==> src/rtl/sm83_intc.sv <==
// SM83 interrupt controller: IF/IE registers, IME, priority select and dispatch vector.
// Build option SM83_INTC_EI_DELAY_EN: EI takes effect at the next instruction boundary.
module sm83_intc #(
   parameter int          NUM_IRQ  = 5,
   parameter logic [15:0] VEC_BASE = 16'h0040
) (
   input  logic               i_clk,
   input  logic               i_rst_n,
   input  logic [15:0]        i_addr,
   input  logic [7:0]         i_d_cpu,
   input  logic               i_write,
   output logic [7:0]         o_rd_data,
   output logic               o_rd_hit,
   input  logic [NUM_IRQ-1:0] i_irq_in,
   input  logic               i_ei,
   input  logic               i_di,
   input  logic               i_reti,
   input  logic               i_insn_boundary,
   input  logic               i_int_ack,
   output logic               o_int_req,
   output logic               o_wake,
   output logic [15:0]        o_vector
);

   localparam logic [15:0] ADDR_IF = 16'hFF0F;
   localparam logic [15:0] ADDR_IE = 16'hFFFF;

   logic [NUM_IRQ-1:0] r_if;
   logic [NUM_IRQ-1:0] r_irq_prev;
   logic [7:0]         r_ie;
   logic               r_ime;
   logic [15:0]        r_vector;

   logic [NUM_IRQ-1:0] w_pend;
   logic [NUM_IRQ-1:0] w_rise;
   logic [NUM_IRQ-1:0] w_sel;
   logic [NUM_IRQ-1:0] w_if_nxt;
   logic [15:0]        w_vec_sel;
   logic               w_ime_nxt;
   logic               w_wr_if;
   logic               w_wr_ie;

   assign w_pend  = r_if & r_ie[NUM_IRQ-1:0];
   assign w_rise  = i_irq_in & ~r_irq_prev;
   assign w_wr_if = i_write && (i_addr == ADDR_IF);
   assign w_wr_ie = i_write && (i_addr == ADDR_IE);

   // Scan from the top down so the lowest pending bit is the one left selected.
   always_comb begin
      w_sel     = '0;
      w_vec_sel = 16'h0000;
      for (int i = NUM_IRQ - 1; i >= 0; i--) begin
         if (w_pend[i]) begin
            w_sel     = '0;
            w_sel[i]  = 1'b1;
            w_vec_sel = VEC_BASE + 16'(8 * i);
         end
      end
   end

   // A rising edge is ORed in last so a request can never be lost to an ack or write.
   always_comb begin
      w_if_nxt = r_if;
      if (i_int_ack) w_if_nxt = r_if & ~w_sel;
      if (w_wr_if)   w_if_nxt = i_d_cpu[NUM_IRQ-1:0];
      w_if_nxt = w_if_nxt | w_rise;
   end

`ifdef SM83_INTC_EI_DELAY_EN
   logic r_ei_pend;
   logic w_ei_pend_nxt;

   always_comb begin
      w_ime_nxt     = r_ime;
      w_ei_pend_nxt = r_ei_pend;
      if (i_int_ack || i_di) begin
         w_ime_nxt     = 1'b0;
         w_ei_pend_nxt = 1'b0;
      end else if (i_reti) begin
         w_ime_nxt = 1'b1;
      end else if (r_ei_pend && i_insn_boundary) begin
         w_ime_nxt     = 1'b1;
         w_ei_pend_nxt = 1'b0;
      end else if (i_ei && !r_ime) begin
         w_ei_pend_nxt = 1'b1;
      end
   end

   always_ff @(posedge i_clk or negedge i_rst_n) begin
      if (!i_rst_n) r_ei_pend <= 1'b0;
      else          r_ei_pend <= w_ei_pend_nxt;
   end
`else
   logic w_unused_boundary;
   assign w_unused_boundary = i_insn_boundary;

   always_comb begin
      w_ime_nxt = r_ime;
      if (i_int_ack || i_di) w_ime_nxt = 1'b0;
      else if (i_reti || i_ei) w_ime_nxt = 1'b1;
   end
`endif

   always_ff @(posedge i_clk or negedge i_rst_n) begin
      if (!i_rst_n) begin
         r_if       <= '0;
         r_irq_prev <= '0;
         r_ie       <= 8'h00;
         r_ime      <= 1'b0;
         r_vector   <= 16'h0000;
      end else begin
         r_if       <= w_if_nxt;
         r_irq_prev <= i_irq_in;
         r_ime      <= w_ime_nxt;
         if (w_wr_ie)   r_ie     <= i_d_cpu;
         if (i_int_ack) r_vector <= w_vec_sel;
      end
   end

   always_comb begin
      o_rd_data = 8'h00;
      if (i_addr == ADDR_IF)      o_rd_data = {{(8 - NUM_IRQ){1'b1}}, r_if};
      else if (i_addr == ADDR_IE) o_rd_data = r_ie;
   end

   assign o_rd_hit  = (i_addr == ADDR_IF) || (i_addr == ADDR_IE);
   assign o_int_req = r_ime && (|w_pend);
   assign o_wake    = |w_pend;
   assign o_vector  = r_vector;

endmodule

==> config.mk <==
export PLATFORM = sky130hd
export DESIGN_NAME = sm83_intc
export DESIGN_NICKNAME = d
export VERILOG_FILES = /design/src/rtl/sm83_intc.sv
export SDC_FILE = /design/constraint.sdc
export NUM_CORES = 1
export LEC_CHECK = 0
export ABC_AREA = 1
export CAP_MARGIN = 20
export CORE_MARGIN = 4
export CORE_UTILIZATION = 40
export CTS_CLUSTER_SIZE = 20
export DETAILED_ROUTE_END_ITERATION = 8
export PLACE_DENSITY_LB_ADDON = 0.05
export REMOVE_ABC_BUFFERS = 1
export SYNTH_ARGS = -nofsm -noshare
export SYNTH_HDL_FRONTEND = slang
export SYNTH_SLANG_ARGS = --single-unit
==> constraint.sdc <==
create_clock -name i_clk -period 1.3 [get_ports i_clk]
set_clock_uncertainty 0.05 [all_clocks]
set_input_delay 0.26 -clock i_clk [delete_from_list [all_inputs] [get_ports i_clk]]
set_output_delay 0.26 -clock i_clk [all_outputs]
set_load 0.01 [all_outputs]
==> impl_metrics.toml, run 1 <==
[worst_hold_path]
hp-class = "in -> async"

[floorplan]
ioPinCount = 64
std_cell_rows = 20
die_w_um = 65.8
start_util_pct = 42.7
die_h_um = 65.8
dieArea_um2 = 4330
core-area_um2 = 3130

[drt]
drtIter0Drc = 43
met1_length_um = 1510
ant_nets = 0
route.met3.wl_um = 296
dr.pass1.iters = 4
post_drt_wl_per_cell_um = 12.5
vias_per_cell = 4.65
via_count = 1395
wl_met2_um = 1780
top_layer_used = "met4"
drc = 0
routed_wl_um = 3740

[status]
outcome = "complete, but fails checks"
violations = "setup timing"

[synthesis]
syn_avg_cell_area_um2 = 7.81
synth_cells = 171
synth_largest_area_cell = "dfrtp_1"
synthTopCellsByArea = "dfrtp_1 43%, nand2_1 17%, buf_4 6.7%"
syn_area_um2 = 1340
synth_top_area_share_pct = 43.1
ys_seq_area_share_pct = 43.1
yosysWarningCount = 0
ys_ff_latch = 23
ys_types = 28

[worst_setup_path]
slowest_delay_ns = 0.41
crit_arrival_ns = 1.37
reg2reg_to = "r_if[2]"
critPathMaxFanout = 3
cpMostUsedCell = "nand2_1"
worstReg2RegStart = "r_ie[0]"
slowest_stage = "dfrtp_1"
end_kind = "primary output"
critPathLaunch = "r_ie[3]"
crit_chain = "nand2_1 > nand2_1 > inv_2 > nand4_1 > and2_1 > buf_2"
worst_setup_path_start_kind = "flip-flop"
r2r_setup_slack_ns = 0.09
critical_path_required_ns = 0.99
reg2reg_depth = 7
path_class = "reg -> out"

[placed_design]
post_dp_cell_area_um2 = 2050
place_hpwl_um = 2790
io_buffers = 50
gp_congestion = 0.791

[sta]
rsz0062_at_grt = "true"
fin_crit_ns = 1.68
period_share_pct = 129
setup_viol = 11
drv_slew = 0
max_freq_mhz = 596
hold_violations = 0
post-route-worst-setup-slack_ns = -0.379

[power_and_ir_drop]
switchingPower_uw = 322
leakage_uw = 0.00117
p_sw_share_pct = 25.3
p_comb_share_pct = 15.6
p_seq_share_pct = 57.3
clkPwrFrac_pct = 27.1
ir_drop_uv = 446
internal_power_uw = 949
powerDensity_nw_per_um2 = 596
power_uw = 1270

[layout]
fin_area_um2 = 2130
layout-drive-gt1-share_pct = 41.0
area_delta_synth_final_pct = 59.7
num_antenna_cells = 0
fin_nets = 294
layout_commonest_cell = "nand2_1"
final_cell_mix = "51 x nand2_1, 29 x buf_4, 23 x dfrtp_1, 19 x buf_2, 19 x clkdlybuf4s50_1"

[cts]
cts_tree = "yes"
cts_root_buffer = "clkbuf_4"
clk_pin_slew_ns = 0.13
clock_tree.buffer_depth = 2
h-tree-depth = 1
clk_latency_ns = 0.33
ctsHoldBuffers = 0
clock_sinks = 23
cts_made_buffers = 3

[global_route]
grt_pass1_vias = 1416
grt-ovfl-total = 0
track_usage_pct = 18.9
grt_pass1_wl_um = 6220
grt_max_degree = 24
antenna_found_initial = 0

[job]
maxCapViolations = 0
## how the worst max path moves through the flow
stage | end | slack, ns
after floorplan | o_rd_data[3] | -0.05
after global placement | o_rd_data[3] | -1.00
after detailed placement | o_rd_data[3] | -1.00
after CTS | o_int_req | -0.40
after global routing | o_int_req | -0.51
final | o_int_req | -0.38
## registers in the layout, indices dropped and copies added, names as in the netlist
signal      count
o_vector        4
r_ie            8
r_if            5
r_ime           1
r_irq_prev      5
## layout make-up
cell class / count / area [um2]
clock inverter: 1 / 5.00
clock buffer: 3 / 22.5
inverter: 23 / 104
tap: 44 / 55.1
timing repair buffer: 83 / 664
sequential: 23 / 576
fill: 287 / 996
multi-input combinational: 123 / 706
## what timing repair did
item / CTS / global route
gates resized for setup: 136 / 13
pin swaps: 30 / 4
gates cloned: 1 / 0
endpoints found under the setup margin: 28 / 16
setup buffers: 8 / 4
## power groups by stage
| stage | combinational (uW) | clock [uW] | sequential (uW) |
|---|---|---|---|
| 6_report | 199 | 345 | 728 |
| 5_1_grt | 218 | 425 | 730 |
| 4_1_cts | 198 | 354 | 728 |
| 3_5_place_dp | 202 | 0 | 742 |
| 3_3_place_gp | 198 | 0 | 741 |
| 2_1_floorplan | 44.2 | 0 | 741 |
## Yosys cell counts, drive strengths merged
library cell,count
clkinv,2
nor3,2
nand4,7
o22ai,3
and2,1
nand3,10
nand2,64
conb,1
clkbuf,1
inv,21
nor2,9
dfrtp,23
a21boi,3
o21ai,9
a21oi,2
buf,13
## stage by stage
step	setup WS (ns)	TNS (ns)	hold slack [ns]	util [%]	instances
2_1_floorplan	-0.0469	-0.0469	-0.0856	-	168
3_3_place_gp	-1.00	-14.03	0.419	65.5	289
3_5_place_dp	-1.00	-14.68	0.429	65.5	289
5_1_grt	-0.506	-3.31	0.182	68.2	300
6_report	-0.379	-2.51	0.202	68.2	300
4_1_cts	-0.405	-2.62	0.211	69.0	302
## worst max-delay path: cells and delay by family, from the launching register on
| kind | cells | cell delay (ns) |
|---|---|---|
| AND/OR/NAND/NOR | 4 | 0.45 |
| flip-flops | 1 | 0.41 |
| buffers and inverters | 2 | 0.20 |
## layer usage
metal  global-route usage [%]  up-vias
met2                     30.3       66
met5                        0        -
met3                     4.76       16
met1                     23.1      619
li1                         -      694
met4                     10.6        0
## cell families after synthesis
| logic type | share of synthesized area, % |
|---|---|
| AO/OA/AOI/OAI | 7.22 |
| other | 0.281 |
| buffers and inverters | 14.8 |
| AND/OR/NAND/NOR | 34.6 |
| flip-flops | 43.1 |
(Power assumes the default switching activity.)
==> run 2: changes to the inputs <==
--- a/config.mk
+++ b/config.mk
@@ -5,10 +5,10 @@
 export SDC_FILE = /design/constraint.sdc
 export NUM_CORES = 1
 export LEC_CHECK = 0
-export ABC_AREA = 1
 export CAP_MARGIN = 20
 export CORE_MARGIN = 4
 export CORE_UTILIZATION = 40
+export CTS_CLUSTER_DIAMETER = 30
 export CTS_CLUSTER_SIZE = 20
 export DETAILED_ROUTE_END_ITERATION = 8
 export PLACE_DENSITY_LB_ADDON = 0.05
==> impl_metrics.toml, run 2 <==
[power_and_ir_drop]
clkPwrFrac_pct = 26.4
p_sw_share_pct = 24.9
p_seq_share_pct = 57.0
p_comb_share_pct = 16.6
leakage_uw = 0.00108
ir_drop_uv = 562
switchingPower_uw = 319
internal_power_uw = 959
powerDensity_nw_per_um2 = 596

[cts]
clock_tree.buffer_depth = 2
cts_root_buffer = "clkbuf_4"
cts_made_buffers = 3
clock_sinks = 23
h-tree-depth = 1
cts_tree = "yes"
clk_pin_slew_ns = 0.12
clk_latency_ns = 0.32

[worst_setup_path]
path_class = "in -> out"
endpoint = "o_rd_data[6]"
cpMostUsedCell = "buf_6"
r2r_setup_slack_ns = -0.15
reg2reg_to = "o_vector[6]"
critPathMaxFanout = 4
crit_chain = "buf_6 > or4_4 > buf_6 > a2111oi_4 > buf_4 > o21a_1 > buf_2"
critPathLaunch = "i_addr[5]"
crit_arrival_ns = 1.81
slowest_stage = "or4_4"
critical_path_required_ns = 0.99
worst_setup_path_start_kind = "input pin"
end_kind = "primary output"
slowest_delay_ns = 0.55
reg2reg_depth = 5
worstReg2RegStart = "r_if[3]"

[sta]
period_share_pct = 163
post-route-worst-setup-slack_ns = -0.816
rsz0062_at_grt = "true"
max_freq_mhz = 472
setup_viol = 25
hold_violations = 0
drv_slew = 0
fin_crit_ns = 2.12

[layout]
top_regs = "r_ie (8), r_if (5), r_irq_prev (5)"
num_antenna_cells = 0
area_delta_synth_final_pct = 65.8
top_register = "r_ie"
largest_register_ff_count = 8
layout_commonest_cell = "buf_4"
fillerInstances = 257
layout-drive-gt1-share_pct = 46.6
final_cell_mix = "30 x buf_4, 23 x dfrtp_1, 19 x clkdlybuf4s50_1, 18 x buf_6, 12 x conb_1"
finish.utilization_pct = 69.7
fin_nets = 244

[synthesis]
syn_area_um2 = 1290
ys_ff_latch = 23
yosysMostFrequentCell = "dfrtp_1"
synth_top_area_share_pct = 44.5
yosys_most_used_dff = "dfrtp_1"
syn_avg_cell_area_um2 = 11.8
synth_cells = 110
yosysWarningCount = 0
synth_largest_area_cell = "dfrtp_1"
synthTopCellsByCount = "23 x dfrtp_1, 12 x buf_4, 10 x nand2_1"
postSynth.asyncResetShare_pct = 100
synth_edf_count = 0
ys_types = 27
synthTopCellsByArea = "dfrtp_1 44%, mux2_4 9.3%, buf_4 7.0%"
ys_seq_area_share_pct = 44.5

[global_route]
grt-ovfl-total = 0
grt_pass1_vias = 1305
track_usage_pct = 18.3
grt_pass1_wl_um = 6000
antenna_found_initial = 0
grt_max_degree = 24

[drt]
drc = 0
routed_wl_um = 3820
via_count = 1213
dr.pass1.iters = 4
ant_nets = 0
vias_per_cell = 4.85
post_drt_wl_per_cell_um = 15.3
drtIter0Drc = 22

[job]
maxCapViolations = 0

[floorplan]
std_cell_rows = 20
core-area_um2 = 3080
dieArea_um2 = 4210
ioPinCount = 64
start_util_pct = 42.0
die_h_um = 64.9
die_w_um = 64.9

[status]
violations = "setup timing"
outcome = "complete, but fails checks"

[placed_design]
io_buffers = 50
gp_congestion = 0.747
dp_slack_ns = -1.42
place_hpwl_um = 2700

[worst_hold_path]
hp-class = "in -> async"
==> run 2: cell count changes after synthesis, sizes merged, moves of 3 or more <==
cell / delta
a21boi: -3
a22o: +5
a32oi: +6
inv: -13
mux2: +9
nand2: -53
nand3: -7
nor2: -9
nor4: +3
o21a: +3
o21ai: -3
==> run 2: power by group through the flow <==
stage                     registers, uW  logic (uW)  clock network, uW
after floorplan                     741        40.9                  0
after global placement              741         207                  0
after detailed placement            742         213                  0
after CTS                           728         203                356
after global routing                730         228                378
final                               728         212                338
==> run 2: layout make-up <==
type	count	area (um2)	share of cell area, %
repair buffers	95	793	37.0
multi-input cells	76	664	31.0
flip-flops and latches	23	576	26.8
well taps	44	55.1	2.57
inverters	8	30.0	1.40
clock buffers	4	26.3	1.23
==> run 2: timing repair <==
item                                    in CTS  in global routing
setup buffers                               13                  7
hold buffers                                 0                  0
resized for setup                          103                 27
pin swaps                                   21                  9
endpoints found under the setup margin      29                 29
==> run 2: logic make-up after synthesis <==
group | count (synthesis) | synth area share (%)
simple gates | 29 | 18.3
compound gates | 26 | 16.3
flops | 23 | 44.5
buf+inv | 22 | 10.4
mux | 9 | 10.2
other cells | 1 | 0.290
==> run 2: layer usage <==
| layer | share of wire (%) | GRT usage, % | up-vias |
|---|---|---|---|
| met3 | 6.7 | 5.55 | 8 |
| met2 | 55 | 33.7 | 47 |
| met1 | 36 | 19.3 | 582 |
| met5 | 0 | 0 | - |
| li1 | - | - | 576 |
| met4 | 2.3 | 6.60 | 0 |
==> run 2: worst min-delay path by stage <==
stage                  endpoint  slack [ns]  cells past startpoint
CTS                     r_ie[7]        0.22                      2
detailed placement      r_ie[7]        0.45                      1
global placement    o_vector[6]        0.44                      1
finish                  r_ie[2]        0.22                      2
global route            r_ie[2]        0.24                      2
floorplan           o_vector[3]       -0.09                      0
==> run 2: critical path, delay by kind of cell <==
kind | cells | cell delay [ns]
compound gates | 2 | 0.47
buf+inv | 4 | 0.53
simple gates | 1 | 0.55
==> run 2: stage by stage <==
stage | setup TNS, ns | instance area (um2) | hold WS (ns) | total power [uW] | instances
4_1_cts | -10.70 | 2110 | 0.220 | 1290 | 244
3_5_place_dp | -24.94 | 2000 | 0.453 | 954 | 228
6_report | -9.96 | 2140 | 0.222 | 1280 | 250
3_3_place_gp | -23.70 | 2000 | 0.440 | 948 | 228
2_1_floorplan | -7.79 | 1230 | -0.0856 | 782 | 107
5_1_grt | -11.58 | 2140 | 0.238 | 1340 | 250
